`config.mk`:
```
export PLATFORM = sky130hd
export DESIGN_NAME = deriv_rom_arbiter
export DESIGN_NICKNAME = d
export VERILOG_FILES = /design/src/rtl/deriv_rom_arbiter.sv
export SDC_FILE = /design/constraint.sdc
export NUM_CORES = 1
export LEC_CHECK = 0
export CAP_MARGIN = 20
export CORE_UTILIZATION = 34
export CTS_BUF_LIST = sky130_fd_sc_hd__clkbuf_8 sky130_fd_sc_hd__clkbuf_16
export DETAILED_ROUTE_END_ITERATION = 6
export PLACE_DENSITY_LB_ADDON = 0.3
export SLEW_MARGIN = 40
export SYNTH_ARGS = -nofsm -noshare
export SYNTH_HDL_FRONTEND = slang
export SYNTH_SLANG_ARGS = --single-unit
```
`constraint.sdc`:
```
create_clock -name clk -period 2.3 [get_ports clk]
set_input_delay 0.345 -clock clk [delete_from_list [all_inputs] [get_ports clk]]
set_output_delay 0.345 -clock clk [all_outputs]
set_load 0.03 [all_outputs]
```
`src/rtl/deriv_rom_arbiter.sv`:
```
// Round-robin arbiter sharing one registered-output derivative ROM among lanes.
// Tags follow the ROM read latency so each result returns to its requester.
module deriv_rom_arbiter #(
    parameter int NUM_REQ    = 4,
    parameter int ADDR_WIDTH = 8,
    parameter int DATA_WIDTH = 9
) (
    input  logic                          clk,
    input  logic                          rst_n,
    input  logic                          en,
    input  logic [NUM_REQ-1:0]            req_valid,
    input  logic [NUM_REQ*ADDR_WIDTH-1:0] req_addr,
    output logic [NUM_REQ-1:0]            req_ready,
    output logic [ADDR_WIDTH-1:0]         rom_addr,
    input  logic [DATA_WIDTH-1:0]         rom_dout,
    output logic [NUM_REQ-1:0]            rsp_valid,
    output logic [DATA_WIDTH-1:0]         rsp_data,
    output logic                          busy
);

    localparam int IDX_W = $clog2(NUM_REQ);

    logic [IDX_W-1:0] ptr;
    logic [IDX_W-1:0] grant_idx;
    logic [IDX_W-1:0] cand;
    logic             grant;
    logic             s1_valid;
    logic [IDX_W-1:0] s1_tag;

    // Search upward from the lane after the last winner, wrapping once around.
    always_comb begin
        grant     = 1'b0;
        grant_idx = '0;
        cand      = '0;
        req_ready = '0;
        if (en) begin
            for (int k = 1; k <= NUM_REQ; k++) begin
                cand = IDX_W'((int'(ptr) + k) % NUM_REQ);
                if (!grant && req_valid[cand]) begin
                    grant     = 1'b1;
                    grant_idx = cand;
                end
            end
        end
        if (grant) req_ready[grant_idx] = 1'b1;
    end

    assign rom_addr = grant ? req_addr[grant_idx*ADDR_WIDTH +: ADDR_WIDTH] : '0;

    always_ff @(posedge clk or negedge rst_n) begin
        if (!rst_n) begin
            ptr      <= IDX_W'(NUM_REQ - 1);
            s1_valid <= 1'b0;
            s1_tag   <= '0;
        end else begin
            if (grant) ptr <= grant_idx;
            s1_valid <= grant;
            s1_tag   <= grant_idx;
        end
    end

    // rom_dout in this cycle belongs to s1_tag; register it out with a one-hot strobe.
    always_ff @(posedge clk or negedge rst_n) begin
        if (!rst_n) begin
            rsp_valid <= '0;
            rsp_data  <= '0;
        end else begin
            rsp_valid <= '0;
            if (s1_valid) begin
                rsp_valid[s1_tag] <= 1'b1;
                rsp_data          <= rom_dout;
            end
        end
    end

    assign busy = s1_valid | (|rsp_valid);

endmodule

```
==> reports/results.txt <==
Final ANT Viol Nets: 0
routed vias: 1168
mux contribution to synthesized area: 17.9%
ys flop type: dfrtp_1
Post-route DRC: 0
wire length per cell: 16.4 µm
final slew viol count: 0
vias in the first global route: 1277
Compound-Gate Fraction of Synth Area: 19.4%
Worst Slack Setup Final: -0.0752 ns
Clock Latency Late Sink: 0.25 ns
Core Util, Final: 77.9%
syn nets: 137
status: finished with violations
Diodes inserted: 0
Reg clk slew, reported paths: 0.07 ns
GRT overflow: 0
# H-tree levels: 1
ys async rst share: 100%
Rel. slew slack: 72.6%
Hold Fails Final Rpt: 0
crit end category: primary output
RSZ-0062 raised after global routing: yes
CTS max path bufs: 2
root buffer cell: clkbuf_8
met3 Use GR: 3.69%
mapped cell area: 0.00101 mm²
critical path launch point type: flip-flop
Die Footprint: 0.00321 mm²
main combinational cell family by area after synthesis: compound AO/OA/AOI/OAI gates
CTS tree: yes
arrival time worst endpoint: 2.03 ns
synth warn: 0
antenna violations before repair: 0
crit path max fanout: 8
max-capacitance violation count: 0
GP Congestion: 0.701
gr busiest metal: met2
Yosys reg bits: 18
worst hold slack: 0.00346 ns
drt pass-1 iters: 4
Nets: 236
worst-margin pin slew: 0.410 ns
final worst path period share: 103%
first-pass GRT wire length: 5710 µm
via density per instance: 5.36
largest area contributor in the netlist: dfrtp_1
Post-Synth XOR/XNOR Area: 0%
die width: 56.6 µm
sequential fraction of the synthesis area: 44.6%
dpl hpwl: 2190 µm
Mapped Cells: 89
R2R Setup Slk: 0.07 ns
Max VDD drop: 0.548 mV
Final Total Pwr: 1470 µW
Starting DRT DRC Count: 26
clk_skew: 0.00164 ns
std cell rows: 19
Final Setup Violations: 9
wirelength, routed: 3570 µm
Area Overhead vs Synth: 114%
Inst Count DP: 198
violated checks: negative setup slack
count of unique library cells instantiated by Yosys: 30
number of synthesized flops with an enable pin: 0
pin count of the biggest net entering global routing: 19
LEAKAGE: 0.000946 µW
PortBufs: 73
CP required: 1.96 ns
synthesized area per cell: 11.4 µm²
met1 usage: 23.7%
Initial Utilization: 36.5%
layout cell share with drive strength beyond 1: 43.3%
fmax: 421 MHz
I/O pins: 74
height of the die: 56.6 µm
Tot GR Track Use: 23.3%
Post-Synth Adder-Cell Area: 0%
R2R depth: 13
Power Density: 678 mW/mm²
top cells by area, synth: dfrtp_1 (39%), mux2_2 (10%), a22oi_2 (8.6%)
global-route met2 utilization: 44.9%
Finished Layout Cells: 218
simple-gate share of the synthesized area: 12.0%
post-route minimum period: 2.38 ns
area share of the largest cell type after synthesis: 39.5%
Hold Path Class: in -> async
clk sink count: 18
CTS Buf Count: 3
RR Startpoint: ptr[0]
Crit Path Class: reg -> out
r2r endpoint: ptr[0]
core area: 0.00278 mm²
report_power, final:
part / leakage [µW] / internal, µW / switching, µW
Combinational: 0.000699 / 429 / 396
Clock: 0.0000288 / 152 / 104
Sequential: 0.000218 / 360 / 26.9
cell families (layout without fill, tap and decap cells):
kind of cell           after synthesis  in the layout
AO/OA/AOI/OAI                       23             23
AND/OR/NAND/NOR                     22             22
flip-flops                          18             18
multiplexers                        17             17
buffers and inverters                9            107
cell usage after synthesis (2+ instances only):
| library cell | number |
|---|---|
| a22oi_2 | 7 |
| and3_1 | 2 |
| dfrtp_1 | 16 |
| dfstp_2 | 2 |
| inv_1 | 2 |
| inv_2 | 2 |
| mux2_2 | 9 |
| mux2i_1 | 8 |
| nand2_1 | 3 |
| nand2b_1 | 4 |
| nor2_1 | 7 |
| nor3b_1 | 2 |
| o22ai_1 | 8 |
critical path: stages, from the launching register on:
cell	delay (ns)
dfstp_2	0.58
nor3b_1	0.09
a311oi_4	0.26
buf_6	0.17
buf_12	0.14
mux2i_4	0.27
o22ai_4	0.11
buf_6	0.15
layer usage:
layer	vias to the layer above	routed length (µm)	share of wire (%)
li1	528	-	-
met2	84	1880	52
met3	17	283	7.9
met5	-	0	0
met4	0	126	3.5
met1	539	1290	36
layout by cell type, fill, tap and decap left out, types with 2 or more instances in the layout:
cell	instances
a22oi_2	7
and3_1	2
buf_4	20
buf_6	16
clkbuf_8	4
clkdlybuf4s50_1	56
dfrtp_1	16
dfstp_2	2
dlygate4sd2_1	4
inv_1	2
inv_2	2
mux2_2	9
mux2i_1	5
mux2i_4	2
nand2_1	2
nand2b_4	3
nor2_1	6
nor3b_1	2
o22ai_1	3
o22ai_2	4
layout make-up:
class | instances | area [µm²]
clock buffers | 4 | 55.1
fillers | 178 | 614
inverters | 4 | 15.0
multi-input cells | 62 | 649
flip-flops and latches | 18 | 453
well taps | 31 | 38.8
repair buffers | 99 | 956
registers in the layout, indices dropped and copies added, names as in the netlist:
| signal | flops |
|---|---|
| s1_valid | 1 |
| rsp_valid | 4 |
| rsp_data | 9 |
| ptr | 2 |
| s1_tag | 2 |
timing repair:
action	4_1_cts	5_1_grt
endpoints found under the setup margin	11	12
hold buffers	0	0
cloned	2	0
buffers inserted	14	1
pin swaps	9	4
gates resized for setup	37	15
stage by stage:
stage	setup TNS (ns)	instance area [µm²]	worst slack (ns)
floorplan	0	1010	0.160
global placement	-2.57	1800	-0.303
detailed placement	-2.94	1800	-0.347
CTS	-0.139	2110	-0.0313
global route	-1.19	2170	-0.146
finish	-0.448	2170	-0.0752
worst max path at each step:
stage                             from           end  slack (ns)  cells past startpoint
after global routing            ptr[0]   rom_addr[0]       -0.15                      8
final                           ptr[0]   rom_addr[1]       -0.08                      7
after CTS                       ptr[0]   rom_addr[0]       -0.03                      7
after floorplan                 ptr[0]   rom_addr[0]        0.16                      5
after detailed placement  req_valid[3]  req_ready[1]       -0.35                      7
after global placement    req_valid[3]  req_ready[1]       -0.30                      7
Note: power is estimated with default switching activity, not from simulation.
